--- src/rtl/vga_timing_decoder.sv ---
// vga_timing_decoder
// Receive-side VGA timing recovery. Detects H/V sync falling edges, rebuilds
// the pixel (h) and line (v) indices, measures line and frame periods, runs a
// lock FSM against the expected mode and emits coordinate-tagged pixels once
// the incoming timing has been confirmed over consecutive good frames.
// Every output is registered, one cycle after the input sample it describes.
module vga_timing_decoder #(
   parameter int X_START  = 144,
   parameter int Y_START  = 35,
   parameter int H_ACT    = 640,
   parameter int V_ACT    = 480,
   parameter int H_PERIOD = 800,
   parameter int V_PERIOD = 525
) (
   input  logic        iCLK,
   input  logic        iRST,
   input  logic        iVGA_H_SYNC,
   input  logic        iVGA_V_SYNC,
   input  logic [9:0]  iVGA_R,
   input  logic [9:0]  iVGA_G,
   input  logic [9:0]  iVGA_B,
   output logic [9:0]  oRed,
   output logic [9:0]  oGreen,
   output logic [9:0]  oBlue,
   output logic [9:0]  oCoord_X,
   output logic [9:0]  oCoord_Y,
   output logic        oData_Valid,
   output logic        oFrame_Start,
   output logic [10:0] oH_Total,
   output logic [10:0] oV_Total,
   output logic        oLocked
);

   // Lock FSM encoding
   localparam logic [1:0] S_SEARCH  = 2'd0;
   localparam logic [1:0] S_MEASURE = 2'd1;
   localparam logic [1:0] S_VERIFY  = 2'd2;
   localparam logic [1:0] S_LOCKED  = 2'd3;

   // Counter ceiling: h reaching this value means the sync has been lost
   localparam logic [10:0] C_SAT      = 11'd2047;
   localparam logic [10:0] C_X_START  = 11'(X_START);
   localparam logic [10:0] C_X_END    = 11'(X_START + H_ACT);
   localparam logic [10:0] C_Y_START  = 11'(Y_START);
   localparam logic [10:0] C_Y_END    = 11'(Y_START + V_ACT);
   localparam logic [10:0] C_H_PERIOD = 11'(H_PERIOD);
   localparam logic [10:0] C_V_PERIOD = 11'(V_PERIOD);

   // Registered state
   logic        r_hs_d;
   logic        r_vs_d;
   logic [10:0] r_h;
   logic [10:0] r_v;
   logic        r_v_pending;
   logic        r_h_seen;
   logic        r_frame_seen;
   logic        r_frame_bad;
   logic [1:0]  r_state;

   // Per-cycle decode of the current input sample
   logic        w_h_edge;
   logic        w_v_edge;
   logic        w_frame_start;
   logic        w_line_bad;
   logic        w_frame_good;
   logic        w_sync_loss;
   logic        w_active;
   logic        w_valid;
   logic [10:0] w_h_inc;
   logic [10:0] w_v_inc;
   logic [10:0] w_h;
   logic [10:0] w_v;
   logic [1:0]  w_state_nxt;

   assign w_h_edge      = r_hs_d & ~iVGA_H_SYNC;
   assign w_v_edge      = r_vs_d & ~iVGA_V_SYNC;
   // A V edge on the H-edge cycle counts immediately; otherwise it waits in v_pending
   assign w_frame_start = w_h_edge & (r_v_pending | w_v_edge);

   // Saturating successors; w_h_inc is also the measured period of the line just ended
   assign w_h_inc = (r_h == C_SAT) ? C_SAT : r_h + 11'd1;
   assign w_v_inc = (r_v == C_SAT) ? C_SAT : r_v + 11'd1;

   assign w_h = w_h_edge ? 11'd0 : w_h_inc;
   assign w_v = w_frame_start ? 11'd0 : (w_h_edge ? w_v_inc : r_v);

   assign w_line_bad   = w_h_edge & r_h_seen & (w_h_inc != C_H_PERIOD);
   // The line closed by the frame-start edge still belongs to the frame being judged
   assign w_frame_good = r_frame_seen & (w_v_inc == C_V_PERIOD) & ~r_frame_bad & ~w_line_bad;
   assign w_sync_loss  = (w_h == C_SAT);

   assign w_active = (w_h >= C_X_START) && (w_h < C_X_END) &&
                     (w_v >= C_Y_START) && (w_v < C_Y_END);
   assign w_valid  = w_active && (r_state == S_LOCKED);

   // Lock FSM next-state: sync loss wins, then frame-start verdicts, then mid-frame bad lines
   always_comb begin
      // NOTE: default assignment first so no path leaves w_state_nxt unassigned (no latch).
      w_state_nxt = r_state;
      if (w_sync_loss) begin
         w_state_nxt = S_SEARCH;
      end else if (w_frame_start) begin
         case (r_state)
            S_SEARCH:  w_state_nxt = S_MEASURE;
            S_MEASURE: w_state_nxt = w_frame_good ? S_VERIFY : S_MEASURE;
            S_VERIFY:  w_state_nxt = w_frame_good ? S_LOCKED : S_MEASURE;
            default:   w_state_nxt = w_frame_good ? S_LOCKED : S_MEASURE;
         endcase
      end else if ((r_state == S_LOCKED) && w_line_bad) begin
         w_state_nxt = S_MEASURE;
      end
   end

   // Sync edge history and the h/v position counters
   always_ff @(posedge iCLK) begin
      // NOTE: non-blocking assignments so every register sees pre-edge values of the others.
      if (iRST) begin
         r_hs_d <= 1'b0;
         r_vs_d <= 1'b0;
         r_h    <= 11'd0;
         r_v    <= 11'd0;
      end else begin
         r_hs_d <= iVGA_H_SYNC;
         r_vs_d <= iVGA_V_SYNC;
         r_h    <= w_h;
         r_v    <= w_v;
      end
   end

   // Frame bookkeeping flags and the lock FSM state register
   always_ff @(posedge iCLK) begin
      if (iRST) begin
         r_v_pending  <= 1'b0;
         r_h_seen     <= 1'b0;
         r_frame_seen <= 1'b0;
         r_frame_bad  <= 1'b0;
         r_state      <= S_SEARCH;
      end else begin
         if (w_h_edge) begin
            r_h_seen <= 1'b1;
         end
         if (w_frame_start) begin
            r_frame_seen <= 1'b1;
         end
         if (w_frame_start) begin
            r_v_pending <= 1'b0;
         end else if (w_v_edge) begin
            r_v_pending <= 1'b1;
         end
         if (w_frame_start) begin
            r_frame_bad <= 1'b0;
         end else if (w_line_bad) begin
            r_frame_bad <= 1'b1;
         end
         r_state <= w_state_nxt;
      end
   end

   // Registered outputs: measurements, coordinates, gated colour and status
   always_ff @(posedge iCLK) begin
      if (iRST) begin
         oRed         <= 10'd0;
         oGreen       <= 10'd0;
         oBlue        <= 10'd0;
         oCoord_X     <= 10'd0;
         oCoord_Y     <= 10'd0;
         oData_Valid  <= 1'b0;
         oFrame_Start <= 1'b0;
         oH_Total     <= 11'd0;
         oV_Total     <= 11'd0;
         oLocked      <= 1'b0;
      end else begin
         if (w_h_edge && r_h_seen) begin
            oH_Total <= w_h_inc;
         end
         if (w_frame_start && r_frame_seen) begin
            oV_Total <= w_v_inc;
         end
         if (w_active) begin
            oCoord_X <= 10'(w_h - C_X_START);
            oCoord_Y <= 10'(w_v - C_Y_START);
         end
         oRed         <= w_valid ? iVGA_R : 10'd0;
         oGreen       <= w_valid ? iVGA_G : 10'd0;
         oBlue        <= w_valid ? iVGA_B : 10'd0;
         oData_Valid  <= w_valid;
         oFrame_Start <= w_frame_start;
         oLocked      <= (w_state_nxt == S_LOCKED);
      end
   end

endmodule

--- config.mk ---
export PLATFORM = sky130hd
export DESIGN_NAME = vga_timing_decoder
export DESIGN_NICKNAME = d
export VERILOG_FILES = /design/src/rtl/vga_timing_decoder.sv
export SDC_FILE = /design/constraint.sdc
export NUM_CORES = 1
export LEC_CHECK = 0
export ABC_AREA = 1
export ABC_CLOCK_PERIOD_IN_PS = 2750
export BUFFER_PORTS_ARGS = -buffer_cell sky130_fd_sc_hd__buf_2
export CELL_PAD_IN_SITES_DETAIL_PLACEMENT = 2
export CELL_PAD_IN_SITES_GLOBAL_PLACEMENT = 2
export CORE_ASPECT_RATIO = 0.9
export CORE_MARGIN = 5
export CORE_UTILIZATION = 29
export DETAILED_ROUTE_END_ITERATION = 10
export PLACE_DENSITY_LB_ADDON = 0.1
export SLEW_MARGIN = 20
export SYNTH_ARGS = -nofsm -noshare
export SYNTH_HDL_FRONTEND = slang
export SYNTH_SLANG_ARGS = --single-unit
--- constraint.sdc ---
create_clock -name iCLK -period 2.75 [get_ports iCLK]
set_input_delay 0.275 -clock iCLK [delete_from_list [all_inputs] [get_ports iCLK]]
set_output_delay 0.275 -clock iCLK [all_outputs]
set_load 0.03 [all_outputs]
==> metrics.txt, run 1 <==
FF-to-FF Start r_h[3]; Synthesized Nets 738; H-tree levels 3; Pwr Density 470 mW/mm2; global-route wire length before repair 26.2 mm; Peak Freq 382 MHz; via count roughly 4,800; Crit. End Element register; Yosys reg bits 105; placer congestion estimate ~0.85; Gate power share 0.046; mean post-synth cell area 6.92 um2; LEAKAGE 3.33 nW; gr ovfl total 0; diodes inserted 0; CP Launch Point r_h[3]; # clock sinks between 100 and 150; internal power 2.21 mW; Die Wd 146 um; Total GRT Usage 0.166; per-cell routed wire length 16.0 um; final wirelength 16.7 mm; CTS root buf clkbuf_16; DIE AREA 0.0193 mm2; std cell rows 44; slowest CP cell dfxtp_1; Peak VDD IR roughly 0.29 mV; hold_buf cts 0; die height 132 um; post-layout util 0.387; clock share of power 0.433; Core Region 0.0162 mm2; status completed; asr flop ratio synth 0; Initial Utilization 0.297; Flop pwr share 0.521; met2 WL 9.06 mm; critical path class reg2reg; register area share after synthesis 0.435; layout net count between 800 and 900; routed wl met3 390 um; switching share of power 0.251; antenna-violating nets left 0; port bufs about 110; slew of the pin with the lowest slew margin about 460 ps; Placed Area between 0.005 and 0.006 mm2; Iter 0 DRT Violations 101; overall power 2.95 mW; Req. time, crit path 3030 ps; critical path's most frequent cell nand2_1; number of synthesized flops with an enable pin 0; most common cell after layout, fill and taps aside nand2_1; TNS Setup 0 ps; met1 WL between 6 and 7 mm; CTS buffer count 9; critical path, cell by cell nand2_1 -> nor2_1 -> nand2_1 -> nand2_1 -> nand3_2 -> nand2_2 -> nand4_1 -> nand2_1 -> nand2_1 -> nor2_4 -> nand3_4 -> clkbuf_16 -> nand2_1 -> inv_1 -> nor2_1; slowest stage delay, CP roughly 420 ps; clock insertion delay at the later pin of the skew report 360 ps; Layout area overhead 30.1%; Hold Crit Class in2reg; Final min period 2620 ps; vias per cell 4.57; drt drc 0; Slew Limit Headroom 0.696; Syn Std Cell Area 0.00483 mm2; Setup-failing EPs final 0; NetSw between 700 and 800 uW; Reg clk slew, reported paths 80 ps; synthesized instance count between 600 and 700; Fillers 1,938; largest fanout on the critical path 8; Tcrit/Tclk final 0.951; CTS tree built; synth warn 0; Pre-antenna DRT Iters 4; HPWL after DPL 12.2 mm; post-route design area 0.00629 mm2; Max Slew Vio Count 0; max_cap viols 0; Register Area 0.00211 mm2; io pins 109; Final Hold Fails 0; largest net degree at the start of global routing 45; most frequent cells in the layout 154 x nand2_1, 124 x nor2_1, 121 x inv_1; clk buf depth 2; layout cells sized above 1 0.258; Max Used Layer met4; initial antenna violation count 0; min-delay src iVGA_R[2]; vias in the first global route 5,157; Startpoint Class register; worst clock skew 5.29 ps; Distinct cells, synth 37; top_reg_cell synth dfxtp_1; critical path arrival 2900 ps; Multi-input gate area ~0.0022 mm2
==> synth_stat cells (3+ instances only) <==
library cell,instances,area share
nand2_1,156,0.12
nor2_1,125,0.097
inv_1,122,0.095
dfxtp_1,105,0.44
nand3_1,33,0.034
o21ai_0,18,0.019
a21oi_1,13,0.013
nand4_1,13,0.017
nand2_2,11,0.014
clkbuf_1,10,0.0078
inv_2,9,0.0070
nor2_2,8,0.010
o211ai_1,8,0.012
xor2_1,7,0.013
ha_1,6,0.016
a31oi_1,5,0.0065
buf_2,5,0.0052
clkinv_1,4,0.0031
nor2_4,4,0.0093
a21oi_2,3,0.0054
buf_6,3,0.0070
nand3_4,3,0.011
nand3b_1,3,0.0047
nor3_1,3,0.0031
o21bai_1,3,0.0047
xnor2_1,3,0.0054
==> power by group through the flow <==
stage / Combinational [mW] / Sequential (mW) / Clock [mW]
6_report: 0.136 / 1.54 / 1.28
5_1_grt: 0.154 / 1.54 / 1.40
4_1_cts: 0.136 / 1.54 / 1.33
3_5_place_dp: 0.135 / 1.57 / 0
3_3_place_gp: 0.130 / 1.57 / 0
2_1_floorplan: 0.0683 / 1.58 / 0
==> kinds of logic (layout without fill, tap and decap cells) <==
family | after synthesis | count (layout) | share of synthesized area
buffers and inverters | 156 | 294 | 0.128
xor gates and xnor gates | 10 | 10 | 0.0181
adders and majority gates | 6 | 6 | 0.0155
and+or+nand+nor | 363 | 365 | 0.330
AOI/OAI and AO/OA | 58 | 58 | 0.0736
DFF | 105 | 105 | 0.435
==> layer usage <==
layer	GRT usage	vias up
met3	0.0397	17
met5	0	-
met4	0.0397	0
met2	0.317	40
met1	0.184	2336
li1	-	2384
==> cell type report <==
| cell class | count | area share |
|---|---|---|
| Multi-Input combinational cell | 439 | 0.351 |
| Sequential cell | 105 | 0.336 |
| Inverter | 135 | 0.0806 |
| Clock inverter | 7 | 0.00975 |
| Clock buffer | 9 | 0.0358 |
| Timing Repair Buffer | 143 | 0.146 |
| Tap cell | 207 | 0.0412 |
==> sequential cells by signal, indices dropped and copies added (netlist names), 2 cells and up <==
register	flops
oBlue	10
r_state	2
oCoord_X	10
oCoord_Y	10
oGreen	10
oH_Total	11
oRed	10
oV_Total	11
r_v	11
r_h	11
==> worst paths after layout <==
kind                            cells after the start  slack (ps)           to
worst max-delay path                               15         130  oCoord_X[0]
worst min-delay path                                3         120      oRed[2]
worst max register to register                     15         130  oCoord_X[0]
worst min register to register                      2         460     r_h_seen
==> critical path: cells and delay by family (launching register included) <==
family | cells | cell delay, ps
and+or+nand+nor | 13 | 1860
buffers and inverters | 2 | 240
DFF | 1 | 420
==> what timing repair did <==
action,4_1_cts,5_1_grt
pin swaps,1,16
buffers inserted,1,15
endpoints found under the setup margin,20,51
resized for setup,1,21
cloned,1,4
==> through the flow <==
| stage | hold slack, ps | cells | worst slack, ps |
|---|---|---|---|
| final | 122 | 1045 | 135 |
| after global routing | 115 | 1045 | -67.0 |
| after CTS | 107 | 1026 | 1.14 |
| after detailed placement | 451 | 1008 | -125 |
| after global placement | 448 | 1008 | 35.9 |
| after floorplan | 387 | 698 | 313 |
Power figures use the tool's default switching activity.
==> run 2, diff against run 1 <==
Settings changed: RECOVER_POWER from default to 50.
==> run 2 against run 1 <==
- fmax is 0.14% lower
- die area stayed put
- critical path depth did not move
- non-clock buffer count unchanged
- first-iteration DRC count is 6.9% lower
- global-route usage is the same
- highest routed layer unchanged
==> metrics.txt, run 2 (synthesis results as in run 1) <==
Pre-antenna DRT Iters 4 (unchanged); Pwr Density 477 mW/mm2 (+1.6%); slowest CP cell dfxtp_1; Slew Limit Headroom 0.0311 (-0.665); Iter 0 DRT Violations 94 (-6.9%); slowest stage delay, CP 420 ps (about the same); placer congestion estimate 0.852 (unchanged); DP Worst Slack -125 ps (unchanged); final wirelength 16.7 mm (+0.26%); Reg clk slew, reported paths 80 ps (about the same); worst clock skew 5.40 ps (+0.108 ps); largest fanout on the critical path 8 (unchanged); LEAKAGE 2.99 nW (-10%); critical path, cell by cell nand2_1 -> nor2_1 -> nand2_1 -> nand2_1 -> nand3_2 -> nand2_2 -> nand4_1 -> nand2_1 -> nand2_1 -> nor2_4 -> nand3_4 -> clkbuf_16 -> nand2_1 -> inv_1 -> nor2_1; Final Hold Fails 0 (unchanged); Worst R2R Setup Slack 130 ps (about the same); CTS buffer count 9 (unchanged); Final min period 2620 ps (+3.58 ps); most common cell after layout, fill and taps aside nand2_1; Core Region 0.0162 mm2 (unchanged); initial antenna violation count 0 (unchanged); status completed; H-tree levels 3 (unchanged); HPWL after DPL 12.2 mm (unchanged); Initial Utilization 0.297 (unchanged); DIE AREA 0.0193 mm2 (unchanged); clock insertion delay at the later pin of the skew report 360 ps (about the same); Req. time, crit path 3030 ps (about the same); Crit. End Element register; global-route wire length before repair 26.2 mm (unchanged); Peak Freq 382 MHz (-0.14%); per-cell routed wire length 16.0 um (+0.26%); gr ovfl total 0 (unchanged); CTS root buf clkbuf_16; most frequent cells in the layout 154 x nand2_1, 124 x nor2_1, 121 x inv_1; drt drc 0 (unchanged); critical path arrival 2900 ps (about the same); largest net degree at the start of global routing 45 (unchanged); max_cap viols 0 (unchanged); antenna-violating nets left 0 (unchanged); Total GRT Usage 0.166 (unchanged); critical path class reg2reg; vias in the first global route 5,157 (unchanged); Peak VDD IR 0.291 mV (about the same); Startpoint Class register; CTS tree built; via count 4,781 (+0.084%); Fillers 1,967 (+1.5%); diodes inserted 0 (unchanged); slew of the pin with the lowest slew margin 1450 ps (+997 ps); io pins 109 (unchanged); PnR worst setup slack 131 ps (-3.58 ps); std cell rows 44 (unchanged); Max Slew Vio Count 0 (unchanged); # clock sinks 105 (unchanged); layout net count 873 (unchanged); Reg2Reg Depth 15 (unchanged); Tcrit/Tclk final 0.952 (+0.00130); Die Wd 146 um (unchanged); hold_buf cts 0 (unchanged); Hold Crit Class in2reg; hold path cells 3 (unchanged); vias per cell 4.58 (about the same); port bufs 108 (unchanged); overall power 2.95 mW (about the same); critical path's most frequent cell nand2_1; die height 132 um (unchanged); Setup-failing EPs final 0 (unchanged); Layout area overhead 28.1%; clk buf depth 2 (unchanged); layout cells sized above 1 0.166 (-0.0919)
## run 2: cell count changes in the layout (fill, tap and decap cells not counted), sizes merged
cell    previous run  this run
buf              140        63
clkbuf            12        89
## run 2: worst paths after layout
| path | start | endpoint |
|---|---|---|
| max | r_h[3] | oCoord_X[0] |
| max reg2reg | r_h[3] | oCoord_X[0] |
| min | iVGA_G[4] | oGreen[4] |
| min reg2reg | r_h_seen | r_h_seen |
## run 2: what timing repair did
action                     in CTS  in global routing
resized for setup               1                 21
buffers inserted                1                 15
pin swaps                       1                 16
gates cloned                    1                  4
setup endpoints to repair      20                 51
## run 2: area by class of cell
type | instances | area (um2) | area share
Sequential cell | 105 | 2110 | 0.341
Inverter | 135 | 507 | 0.0819
Clock inverter | 7 | 61.3 | 0.00991
Timing Repair Buffer | 143 | 820 | 0.132
Tap cell | 207 | 259 | 0.0419
Clock buffer | 9 | 225 | 0.0364
Multi-Input combinational cell | 439 | 2200 | 0.356
## run 2: stage by stage
stage	hold WS (ps)	util	instance area (um2)	setup TNS, ps	cells
2_1_floorplan	387	-	4830	0	698
3_3_place_gp	448	0.348	5650	0	1008
5_1_grt	115	0.381	6190	-955	1045
4_1_cts	107	0.368	5980	0	1026
6_report	121	0.381	6190	0	1045
3_5_place_dp	451	0.348	5650	-1440	1008
## run 2: where the power goes
part,internal (mW),total (mW),switching (mW)
registers,1.53,1.54,0.00870
logic,0.0461,0.135,0.0885
clock network,0.633,1.28,0.646
total,2.21,2.95,0.743
## run 2: worst max-delay path: cells and delay by family, from the launching register on
kind                   cells  cell delay, ps
and+or+nand+nor           13            1870
DFF                        1             420
buffers and inverters      2             250
## run 2: per-layer routing
metal / part of all wire / track usage / up-vias
li1: - / - / 2383
met1: 0.42 / 0.184 / 2343
met2: 0.54 / 0.317 / 38
met3: 0.022 / 0.0397 / 17
met4: 0.019 / 0.0397 / 0
met5: 0 / 0 / -
